File: src/rtl/arb_mux_n.sv
// Registered N:1 arbitrating mux with per-channel valid/ack, fixed or round-robin grant.
// Optional feature: define ARB_MUX_PARITY_EN to add the registered even-parity output OP.
module arb_mux_n #(
   parameter int unsigned WIDTH    = 16,
   parameter int unsigned CHANNELS = 4,
   parameter int unsigned SELW     = 2
) (
   input  logic                      CLK,
   input  logic                      RST,
   input  logic [WIDTH*CHANNELS-1:0] D,
   input  logic [CHANNELS-1:0]       V,
   output logic [CHANNELS-1:0]       ACK,
   input  logic                      MODE,
   input  logic [SELW-1:0]           SEL,
   output logic [WIDTH-1:0]          O,
   output logic [SELW-1:0]           OCH,
   output logic                      OV,
   input  logic                      ORDY
`ifdef ARB_MUX_PARITY_EN
   ,
   output logic                      OP
`endif
);

   logic [WIDTH-1:0] o_q;
   logic [SELW-1:0]  och_q;
   logic             ov_q;
   logic [SELW-1:0]  ptr_q;

   logic             ld;
   logic             grant;
   logic [SELW-1:0]  gnt_idx;
   logic [WIDTH-1:0] word;
   int unsigned      cand_idx;

   // Output register is free, or its word is consumed on this edge.
   assign ld = !ov_q | ORDY;

   always_comb begin
      grant    = 1'b0;
      gnt_idx  = '0;
      word     = '0;
      cand_idx = 0;
      ACK      = '0;
      if (!RST && ld) begin
         if (!MODE) begin
            // Loop bound keeps SEL >= CHANNELS from ever matching.
            for (int unsigned j = 0; j < CHANNELS; j++) begin
               if (SEL == SELW'(j) && V[j]) begin
                  grant   = 1'b1;
                  gnt_idx = SELW'(j);
               end
            end
         end else begin
            // Scan PTR+1 .. PTR (mod CHANNELS); first valid wins.
            for (int unsigned i = 1; i <= CHANNELS; i++) begin
               cand_idx = (32'(ptr_q) + i) % CHANNELS;
               for (int unsigned j = 0; j < CHANNELS; j++) begin
                  if (!grant && cand_idx == j && V[j]) begin
                     grant   = 1'b1;
                     gnt_idx = SELW'(j);
                  end
               end
            end
         end
      end
      for (int unsigned j = 0; j < CHANNELS; j++) begin
         if (grant && gnt_idx == SELW'(j)) begin
            ACK[j] = 1'b1;
            word   = D[j*WIDTH +: WIDTH];
         end
      end
   end

   always_ff @(posedge CLK) begin
      if (RST) begin
         o_q   <= '0;
         och_q <= '0;
         ov_q  <= 1'b0;
         ptr_q <= SELW'(CHANNELS - 1);
      end else if (ld) begin
         if (grant) begin
            o_q   <= word;
            och_q <= gnt_idx;
            ov_q  <= 1'b1;
            if (MODE) begin
               ptr_q <= gnt_idx;
            end
         end else begin
            ov_q <= 1'b0;
         end
      end
   end

`ifdef ARB_MUX_PARITY_EN
   logic op_q;

   always_ff @(posedge CLK) begin
      if (RST) begin
         op_q <= 1'b0;
      end else if (ld && grant) begin
         op_q <= ^word;
      end
   end

   assign OP = op_q;
`endif

   assign O   = o_q;
   assign OCH = och_q;
   assign OV  = ov_q;

endmodule

File: config.mk
export PLATFORM = sky130hd
export DESIGN_NAME = arb_mux_n
export DESIGN_NICKNAME = d
export VERILOG_FILES = /design/src/rtl/arb_mux_n.sv
export SDC_FILE = /design/constraint.sdc
export NUM_CORES = 1
export LEC_CHECK = 0
export CAP_MARGIN = 20
export CORE_AREA = 2 2 62 76
export CTS_BUF_LIST = sky130_fd_sc_hd__clkbuf_8 sky130_fd_sc_hd__clkbuf_16
export CTS_CLUSTER_DIAMETER = 200
export DETAILED_ROUTE_END_ITERATION = 8
export DIE_AREA = 0 0 64 78
export PLACE_DENSITY_LB_ADDON = 0.15
export RECOVER_POWER = 25
export SKIP_LAST_GASP = 1
export SYNTH_ARGS = -nofsm -noshare
export SYNTH_HDL_FRONTEND = slang
export SYNTH_SLANG_ARGS = --single-unit
File: constraint.sdc
create_clock -name CLK -period 4 [get_ports CLK]
set_input_delay 0.4 -clock CLK [delete_from_list [all_inputs] [get_ports CLK]]
set_output_delay 0.4 -clock CLK [all_outputs]
set_load 0.1 [all_outputs]
==> results.md <==
* Run status: finished clean
* Die H at 78 um
* Max Slew Vio Count at 0
* Initial antenna violation count at 0
* Post-cts sizing count at 0
* Final core occ at 58.6%
* Kind of critical path: in -> out
* Synth cell types at 36
* Met1 Usage GRT at 22.0%
* Hold path depth at 2
* Routed WL per cell at 14.1 um
* # diodes at 0
* Number of detailed-route iterations in the first pass at 5
* First-pass GRT wire length at 7380 um
* Final net count at 342
* CTS root buf: clkbuf_8
* Register area at 420 um^2
* Most frequent cell after synthesis: nand2_1
* F_max at 292 MHz
* Final setup viols at 0
* Max-capacitance violation count at 0
* Detailed-route vias per instance at 4.94
* Multi-input logic area at 831 um^2
* Detailed placement HPWL at 3370 um
* Flop-to-flop setup slack at 1.33 ns
* Worst Skew at 0.000887 ns
* Width of the die at 64 um
* Reg clk slew, reported paths at 0.08 ns
* Clock sinks at 21
* Area contributors post-synth: dfxtp_1 (29%), nand2_1 (7.0%), a21oi_1 (7.0%)
* Die ar. at 4990 um^2
* Synth cell count leaders: nand2_1 (27), dfxtp_1 (21), a21oi_1 (20), inv_1 (20), a31oi_1 (12)
* DR DRC count at 0
* Ys Warns at 0
* Crit end category: output port
* Leakage at 0.963 nW
* Capturing point of the worst reg2reg path: O[6]
* Hold wc startpoint: OCH[1]
* Post-synth EDFFs at 0
* Top-area cell type share of the netlist area at 29.2%
* Routed wire length at 4570 um
* Place WS at 0.872 ns
* Area delta synth->final at 70.7%
* Worst hold slack at 0.455 ns
* Fin. Hold Viols at 0
* FF-to-FF Start: OV
* Average size of a mapped cell at 8.18 um^2
* Detailed-route via count at 1596
* Share of layout cells above drive strength 1 at 9.36%
* RSZ-0062 raised after global routing: no
* Post-Synthesis Cells at 176
* Final Cycle Share at 85.6%
* Synth async-reset ratio at 0%
* Setup Buffers After CTS at 0
* Hold Path End: OCH[1]
* Worst ir drop on vdd at 0.155 mV
* Top_reg_cell synth: dfxtp_1
* M3 GR Usage at 4.78%
* Pin count of the biggest net entering global routing at 23
* Min-delay worst type: reg -> reg
* Synthesized Nets at 250
* Gpl congestion at 0.734
* Tightest Pin Transition at 1.01 ns
* I/O Buffers at 96
* Skew-Pair Late Insertion Delay at 0.26 ns
* Pwr/cell area at 320 nW/um^2
* Gr busiest metal: met2
* Synth Cell Area at 1440 um^2
* Num rows at 26
* H-Tree Depth at 1
* Min Tclk post-route at 3.42 ns
* M2 GR Usage at 32.6%
* Tot GR Track Use at 18.5%
* CP Launch Type: input pin
* Worst Reg2Reg Path Length in Cells at 6
* Yosys reg bits at 21
* Worst Setup Slack, final at 0.575 ns
* Clk buf depth at 2
* Total power at 0.787 mW
* Crit Path Max Fanout at 22
* Ports at 97
* TritonCTS clock tree: yes
* Worst Path Required at 3.60 ns
* Initial DRC Count at 64
* Sum of negative setup slack at 0 ns
* Fill cell count at 372
* Hold Buf Count CTS at 0
* Vias in the first global route at 1598
* CORE AREA at 4200 um^2
* ANT nets after route at 0
* Crit path from: RST
* Cell taking the most area after synthesis: dfxtp_1
* Max-slew headroom at 32.3%
* Number of CTS-inserted buffers at 3
* Starting Density at 34.3%
* Register area share after synthesis at 29.2%
* GR Overflow Total at 0
* CP Data Arrival Time at 3.02 ns
==> where the power goes <==
group          internal [mW]  switching [mW]
logic                  0.146           0.259
registers              0.230          0.0115
clock network         0.0693          0.0708
total                  0.445           0.341
==> through the flow <==
| step | instance area, um^2 | instances |
|---|---|---|
| after global placement | 2420 | 319 |
| after floorplan | 1440 | 176 |
| after CTS | 2470 | 323 |
| after global routing | 2460 | 323 |
| after detailed placement | 2420 | 319 |
| final | 2460 | 323 |
==> metal layers <==
layer  vias up  part of all wire (%)
met1       713                    40
met2        68                    51
met5         -                     0
li1        811                     -
met4         0                   1.2
met3         4                   7.2
==> registers in the layout, indices dropped and copies added (netlist names) <==
name / cells
OV: 1
O: 16
OCH: 2
ptr_q: 2
==> layout make-up <==
class	instances	share of cell area (%)
clock buffers	3	1.68
clock inverters	1	0.204
inverters	20	3.05
multi-input cells	123	33.8
flip-flops and latches	21	17.1
well taps	56	2.85
repair buffers	99	41.3
==> logic make-up after synthesis <==
| logic type | count (synthesis) | synth area share, % |
|---|---|---|
| buf+inv | 32 | 13.1 |
| mux | 10 | 7.12 |
| compound gates | 61 | 32.3 |
| flops | 21 | 29.2 |
| simple gates | 52 | 18.2 |
==> worst max-delay path, stage by stage <==
cell             delay [ns]
clkdlybuf4s50_1        0.40
clkbuf_1               0.40
or2b_2                 0.53
a211oi_2               0.53
o21ai_2                0.37
inv_1                  0.19
buf_12                 0.19
==> worst max-delay path by stage <==
stage | slack [ns] | to | depth (start not counted)
finish | 0.58 | ACK[1] | 7
global route | 0.40 | O[12] | 7
CTS | 0.86 | ACK[2] | 7
detailed placement | 0.87 | ACK[2] | 7
global placement | 0.89 | ACK[2] | 7
floorplan | 0.51 | ACK[0] | 5
==> layout by cell type (no fill, tap or decap), types with 2 or more instances in the layout <==
cell type	netlist	routed
nor3_1	4	4
mux2i_1	8	8
o21ai_2	2	2
clkbuf_1	0	2
dlygate4sd3_1	0	9
nand2_1	27	27
dfxtp_1	21	21
o31ai_1	4	4
buf_12	0	4
o221ai_1	7	7
nand2b_1	3	3
inv_1	20	20
o221ai_2	5	5
or2b_2	2	2
a31oi_1	12	12
clkdlybuf4s50_1	0	83
nor2b_1	2	2
a211oi_1	4	4
nor2_1	7	7
or2_1	2	2
clkbuf_8	0	3
a21oi_1	20	20
Note: power is estimated with default switching activity, not from simulation.
